[config.mk]
export PLATFORM = sky130hd
export DESIGN_NAME = conv_window_gen
export DESIGN_NICKNAME = d
export VERILOG_FILES = /design/src/rtl/conv_window_gen_pkg.sv /design/src/rtl/conv_window_gen_line_buffer.sv /design/src/rtl/conv_window_gen.sv
export SDC_FILE = /design/constraint.sdc
export NUM_CORES = 1
export LEC_CHECK = 0
export CORE_MARGIN = 2
export CORE_UTILIZATION = 25
export DETAILED_ROUTE_END_ITERATION = 10
export GPL_ROUTABILITY_DRIVEN = 0
export PLACE_DENSITY = 0.45
export REMOVE_ABC_BUFFERS = 1
export SKIP_LAST_GASP = 1
export SLEW_MARGIN = 5
export SYNTH_ARGS = -nofsm -noshare
export SYNTH_HDL_FRONTEND = slang
export SYNTH_SLANG_ARGS = --single-unit
[constraint.sdc]
create_clock -name clk -period 2 [get_ports clk]
set_clock_uncertainty 0.1 [all_clocks]
set_input_delay 0.3 -clock clk [delete_from_list [all_inputs] [get_ports clk]]
set_output_delay 0.3 -clock clk [all_outputs]
set_load 0.02 [all_outputs]
[src/rtl/conv_window_gen_pkg.sv]
// conv_window_gen_pkg: counter widths and window slot ordering shared by the
// window generator, the calc stage and the bench.
package conv_window_gen_pkg;
  function automatic int cnt_w(input int n);
    return (n > 1) ? $clog2(n) : 1;
  endfunction
  function automatic int slot_idx(input int a, input int b, input int k);
    return a * k + b;
  endfunction
endpackage

[src/rtl/conv_window_gen_line_buffer.sv]
// conv_line_buffer: single-row delay line, shifts one pixel per enable.
module conv_line_buffer #(
  parameter int DEPTH = 25,
  parameter int N = 4
) (
  input  logic         clk,
  input  logic         en,
  input  logic [N-1:0] din,
  output logic [N-1:0] dout
);
  logic [N-1:0] sr_q [DEPTH];
  logic [N-1:0] sr_d [DEPTH];
  always_comb begin
    sr_d = sr_q;
    if (en) begin
      sr_d[0] = din;
      for (int i = 1; i < DEPTH; i++) sr_d[i] = sr_q[i-1];
    end
  end
  always_ff @(posedge clk) sr_q <= sr_d;
  assign dout = sr_q[DEPTH-1];
endmodule

[src/rtl/conv_window_gen.sv]
// conv_window_gen: turns a raster pixel stream into packed KERNEL x KERNEL
// windows for the convolution calc stage (valid positions only).
module conv_window_gen
  import conv_window_gen_pkg::*;
#(
  parameter int KERNEL = 3,
  parameter int N = 4,
  parameter int IMG_W = 28,
  parameter int IMG_H = 28
) (
  input  logic                       clk,
  input  logic                       rst,
  input  logic                       flush,
  input  logic [N-1:0]               pix_in,
  input  logic                       pix_valid,
  output logic [KERNEL*KERNEL*N-1:0] data2conv,
  output logic                       en_out,
  output logic                       frame_done
);
  localparam int COL_W = cnt_w(IMG_W);
  localparam int ROW_W = cnt_w(IMG_H);
  localparam int LB_D = IMG_W - KERNEL;
  logic [COL_W-1:0] col_q, col_d;
  logic [ROW_W-1:0] row_q, row_d;
  logic en_q, en_d, fd_q, fd_d;
  logic acc, last_col, last_row;
  logic [N-1:0] win_q [KERNEL][KERNEL];
  logic [N-1:0] win_d [KERNEL][KERNEL];
  logic [N-1:0] col_in [KERNEL];
  assign acc = pix_valid & ~flush;
  assign col_in[KERNEL-1] = pix_in;
  // Pixels leaving the left edge of window row a+1 re-enter row a one image row later.
  for (genvar a = 0; a < KERNEL - 1; a++) begin : g_lb
    if (LB_D > 0) begin : g_buf
      conv_line_buffer #(.DEPTH(LB_D), .N(N)) u_lb (
        .clk(clk),
        .en(acc),
        .din(win_q[a+1][0]),
        .dout(col_in[a])
      );
    end else begin : g_wire
      assign col_in[a] = win_q[a+1][0];
    end
  end
  for (genvar a = 0; a < KERNEL; a++) begin : g_row
    for (genvar b = 0; b < KERNEL; b++) begin : g_col
      assign data2conv[slot_idx(a, b, KERNEL)*N +: N] = win_q[a][b];
    end
  end
  always_comb begin
    last_col = col_q == COL_W'(IMG_W - 1);
    last_row = row_q == ROW_W'(IMG_H - 1);
    col_d = flush ? '0 : !acc ? col_q : last_col ? '0 : col_q + COL_W'(1);
    row_d = flush ? '0 : !(acc && last_col) ? row_q : last_row ? '0 : row_q + ROW_W'(1);
    en_d = acc && (int'(row_q) >= KERNEL - 1) && (int'(col_q) >= KERNEL - 1);
    fd_d = acc && last_col && last_row;
    win_d = win_q;
    if (acc) begin
      for (int a = 0; a < KERNEL; a++) begin
        for (int b = 0; b < KERNEL - 1; b++) win_d[a][b] = win_q[a][b+1];
        win_d[a][KERNEL-1] = col_in[a];
      end
    end
  end
  always_ff @(posedge clk or negedge rst) begin
    if (!rst) begin
      col_q <= '0;
      row_q <= '0;
      en_q <= 1'b0;
      fd_q <= 1'b0;
      for (int a = 0; a < KERNEL; a++)
        for (int b = 0; b < KERNEL; b++) win_q[a][b] <= '0;
    end else begin
      col_q <= col_d;
      row_q <= row_d;
      en_q <= en_d;
      fd_q <= fd_d;
      win_q <= win_d;
    end
  end
  assign en_out = en_q;
  assign frame_done = fd_q;
endmodule

After elaboration in Yosys (flattened, before gate mapping). Index checks and enable logic that the tools add are counted.

$add $sub $neg: 2. $lt $le $gt $ge: 2. Equal/unequal tests: 2. Mux-type cells: 6. Bitwise gates (word level): 2. Reductions and logical operators: 6.

Operators with widths (number): $mux W5 (6); $add A5 B1 Y5 const B (2); $eq A5 B5 Y1 const B (2); $ge A5 B2 Y1 const B (2); $logic_and A1 B1 Y1 (4); $reduce_bool A2 Y1 (2); $and A1 B1 Y1 (1); $not A1 Y1 (1).

Register bits after elaboration: 248. Input port bits: 8. Output and inout bits: 38. Word-level logic and storage cells: 83.

Longest topological paths before layout.
Depth after elaboration: 5. Depth in mapped cells: 5.

Modules after synthesis. Synthesis repeated with hierarchy kept, for this count alone.

Cells, all modules: 355. Area total of the unflattened synthesis: 8199.1 um2.

Modules (own cells, without submodules): conv_line_buffer (times used 2, cells an instance 104, area an instance 3032.9 um2); conv_window_gen (times used 1, cells an instance 147, area an instance 2133.3 um2).

Worst setup path after synthesis. No wires, ideal clock.

Path kind: input-to-reg. From: in pix_valid. To: reg en_q (netlist: en_out). Arrival: 3615 ps. Required time: 1811 ps. Slack: -1804 ps. Stages on the path: 5. Cells stage by stage: buf_4 -> nor2b_1 -> buf_2 -> o21ai_0 -> a21oi_1.

Cells in the longest elaborated chain, start to end: 3.

RTL lines: start: declaration (line conv_window_gen.sv:15) `input logic pix_valid,`; $and A1 B1 Y1 (line conv_window_gen.sv:30) `assign acc = pix_valid & ~flush;`; named net acc (line conv_window_gen.sv:26) `logic acc, last_col, last_row;`; $logic_and A1 B1 Y1 (2 in series) (line conv_window_gen.sv:55) `en_d = acc && (int'(row_q) >= KERNEL - 1) && (int'(col_q) >= KERNEL - 1);`; named net en_d (line conv_window_gen.sv:25) `logic en_q, en_d, fd_q, fd_d;`; end signal: assignment (line conv_window_gen.sv:76) `en_q <= en_d;`; end: declaration (line conv_window_gen.sv:25).

The timed path passes the listed nets, and every way through them passes these cells. A chain may end at the register's enable or synchronous reset.

Worst setup path after layout.
From: reg win_q (netlist bit data2conv[19]). To: out data2conv[19].

RTL lines: start: declaration (line conv_window_gen.sv:27) `logic [N-1:0] win_q [KERNEL][KERNEL];`; start signal: assignment (line conv_window_gen.sv:78) `win_q <= win_d;`; end: declaration (line conv_window_gen.sv:16) `output logic [KERNEL*KERNEL*N-1:0] data2conv,`.

No word-level cell between the ends.

==> metrics.md <==
| Metric | Value |
|---|---|
| Run status | `finished clean` |
| Most used flip-flop cell after synthesis | `edfxtp_1` |
| Min cycle time layout | `just under 2 ns` |
| Reg2Reg Depth | `5` |
| Simple-gate area share of the yosys netlist | `under 10%` |
| Die area | `approximately 0.034 sq mm` |
| Detailed-route via count | `3,364` |
| Buffer and inverter count on the worst path | `1` |
| Class of the tightest hold or removal check | `in -> async` |
| CTS root buf | `clkbuf_16` |
| Number of antenna violations at the first check in global routing | `0` |
| Clock latency reported for the late side of the worst-skew pair | `0.52 ns` |
| Clock tree from TritonCTS | `yes` |
| Achievable Freq | `519 MHz` |
| YS warnings | `0` |
| Final period utilization | `96.3%` |
| Arrival time reported for the critical path endpoint | `1.53 ns` |
| Adder-Cell Fraction of Synth Area | `0.623%` |
| CP max-delay cell | `clkdlybuf4s50_1` |
| Max Cap Violations | `0` |
| Final Routed Wirelength | `roughly 11,000 microns` |
| Routed via count divided by cell count | `just under 4` |
| Peak VDD IR | `roughly 650 uV` |
| Detailed-route wire length per cell | `13.0 microns` |
| Wire length of the first global-routing pass | `approximately 19,000 microns` |
| CP endpoint kind | `output pin` |
| Pwr/cell area | `1170 mW/mm^2` |
| Initial core utilization | `approximately a quarter` |
| H-Tree Level Count | `1` |
| R2R setup slack | `0.27 ns` |
| Diodes inserted | `0` |
| Vias in the first global route | `3,557` |
| CORE AREA | `approximately 0.032 sq mm` |
| Ratio of cells with drive above 1 in the final layout | `24.5%` |
| Starting DRT DRC Count | `195` |
| Count of endpoints failing hold in the final timing report | `0` |
| Count of TritonRoute iterations in the first routing pass | `4` |
| Remaining Overflow, GRT | `0` |
| Total Neg Setup Slack | `0 ns` |
| Startpoint Class | `flop` |
| Number of flops mapped to enable cells by yosys | `200` |
| Buffer levels on the longest clock path | `3` |
| Async set or reset register ratio after synthesis | `19.4%` |
| Setup fix buffers added after clock tree synthesis | `0` |
| Mapped cell area | `0.00804 sq mm` |
| CP Max Fanout | `3` |
| Final core area utilization | `around a third` |
| Setup repair after global routing missed its margin | `no` |
| Critical register-to-register path startpoint | `col_q[0]` |
| Detail Placement HPWL | `6490 microns` |
| Proportion of synthesized area in mux cells | `around 5.0%` |
| IO Pins | `46` |
| Port Buffers | `between 40 and 50` |
| Worst slew pin tran | `around 0.56 ns` |
| Area overhead of the layout relative to synthesis | `26.4%` |
| Static leakage | `around 3.5 nW` |
| Rows | `65` |
| Synth top area share | `74.7%` |
| Sequential area share after synthesis | `89.7%` |
| Combined global-route utilization of all metal layers | `6.91%` |
| Reg clk slew, reported paths | `roughly 0.060 ns` |
| DRC violations left | `0` |
| Total number of clock tree sinks | `248` |
| Data required time at the worst endpoint | `between 1.5 and 2 ns` |
| Dominant cell type by area after synthesis | `edfxtp_1` |
| Worst stage delay on the critical path | `0.63 ns` |
| Compound-cell area share of the yosys netlist | `approximately 1.6%` |
| Flops & latches, synth | `248` |
| Share of the synthesized netlist area taken by xor and xnor gates | `0%` |
| Worst-case headroom to the max-slew limit | `about 63%` |
| Worst path top cell family by delay | `buffers and inverters` |
| Pin count of the biggest net entering global routing | `52` |
| Clock buffers created by TritonCTS | `26` |
| Pins over their slew limit | `0` |
| Reg-to-reg critical path endpoint | `en_out` |
| Count of endpoints failing setup in the final report | `0` |
| Critical path cell sequence | `clkdlybuf4s50_1` |
| Most area-consuming cells after synthesis | `edfxtp_1 75%, dfrtp_1 15%, mux2_2 5.0%` |
| Final setup slack of the worst path | `roughly 0.074 ns` |
| Distinct cell type count after synthesis | `34` |
| Worst setup slack after placement | `-0.0197 ns` |
| Nets | `454` |
| Synthesized area divided by synthesized cell count | `23.2 sq um` |
| Critical path class | `reg -> out` |
| Height of the die | `183 microns` |
| Overall die width | `183 microns` |
| Largest family of logic cells by synthesized area | `multiplexers` |
| Routed Antenna Nets | `0` |
| Number of instances in the synthesized netlist | `~350` |
==> Yosys cell counts, types with 2 or more instances <==
library cell    n
o31ai_1         2
a211oi_1        2
nand4b_1        3
nor2b_1         2
o21ai_0         3
buf_6           2
edfxtp_1      200
nand3_1         4
nand2_1         6
ha_1            4
dfrtp_1        48
inv_1           4
a21oi_1         9
buf_4           3
mux2_2         36
==> timing repair <==
action / CTS / global route
endpoints found under the hold margin: 18 / 0
setup endpoints to repair: 3 / 2
resized for setup: 3 / 2
hold buffers: 1 / 0
cloned: 0 / 0
==> per-layer routing <==
layer / up-vias / GRT usage, % / share of wire [%]
met4: 0 / 2.43 / 3.1
met3: 33 / 1.99 / 5.0
met2: 77 / 10.2 / 45
met1: 1699 / 9.70 / 47
li1: 1555 / - / -
met5: - / 0 / 0
==> stage by stage <==
stage               cells  hold WS [ns]  instance area [sq um]  total power, mW
floorplan             340       -0.0956                   7980             6.73
global placement      815         0.234                   9270             7.18
detailed placement    815         0.234                   9270             7.22
CTS                   864         0.216                  10200             12.2
global route          864         0.246                  10200             12.4
finish                864         0.207                  10200             11.9
==> state kept, by name (all words and copies together) (netlist names) <==
register and cells:
g_lb.g_buf.u_lb.sr_q 192, data2conv 36, g_lb.g_buf.u_lb.dout 8, col_q 5, row_q 5, en_out 1, frame_done 1
==> final cells by class <==
cell class | count | area [sq um]
Tap cell | 402 | 503
Timing Repair Buffer | 74 | 792
Inverter | 4 | 15.0
Clock inverter | 18 | 208
Sequential cell | 248 | 7210
Multi-Input combinational cell | 88 | 768
Clock buffer | 30 | 666
Fill cell | 3006 | 21500
==> worst max path at each step <==
stage / startpoint / slack [ns] / endpoint / cells after the start
2_1_floorplan: flush / -10.37 / data2conv[0] / 2
3_3_place_gp: pix_valid / -0.0002 / g_lb[1].g_buf.u_lb.sr_q[10] / 4
3_5_place_dp: pix_valid / -0.02 / g_lb[1].g_buf.u_lb.sr_q[10] / 4
4_1_cts: data2conv[15] / 0.006 / data2conv[15] / 1
5_1_grt: data2conv[30] / 0.002 / data2conv[30] / 1
6_report: data2conv[19] / 0.07 / data2conv[19] / 1
==> power breakdown <==
group	leakage, nW	switching [mW]	total (mW)	internal [mW]
Combinational	0.620	0.467	0.943	0.477
Clock	0.417	1.92	4.83	2.91
Sequential	2.47	0.174	6.13	5.96
==> cell families after synthesis <==
kind of cell / Yosys count
AND/OR/NAND/NOR: 28
adder cells (fa/ha/maj): 4
flip-flops: 248
buffers and inverters: 11
multiplexers: 36
AO/OA/AOI/OAI: 20
==> cell usage in the layout (no fill, tap or decap), drive strengths merged, types with 2 or more instances in the layout <==
master         count
a21oi              9
clkbuf            30
clkinvlp           4
edfxtp           200
bufinv             4
dlygate4sd2        3
clkinv            10
dlymetal6s2s       2
nand3              5
o31ai              2
ha                 4
nand4b             3
dfrtp             48
o21ai              3
nor2b              2
nand2              6
or4                2
inv                4
buf               29
nand2b             2
clkdlybuf4s50     39
mux2              36
a211oi             2
(Power assumes the default switching activity.)
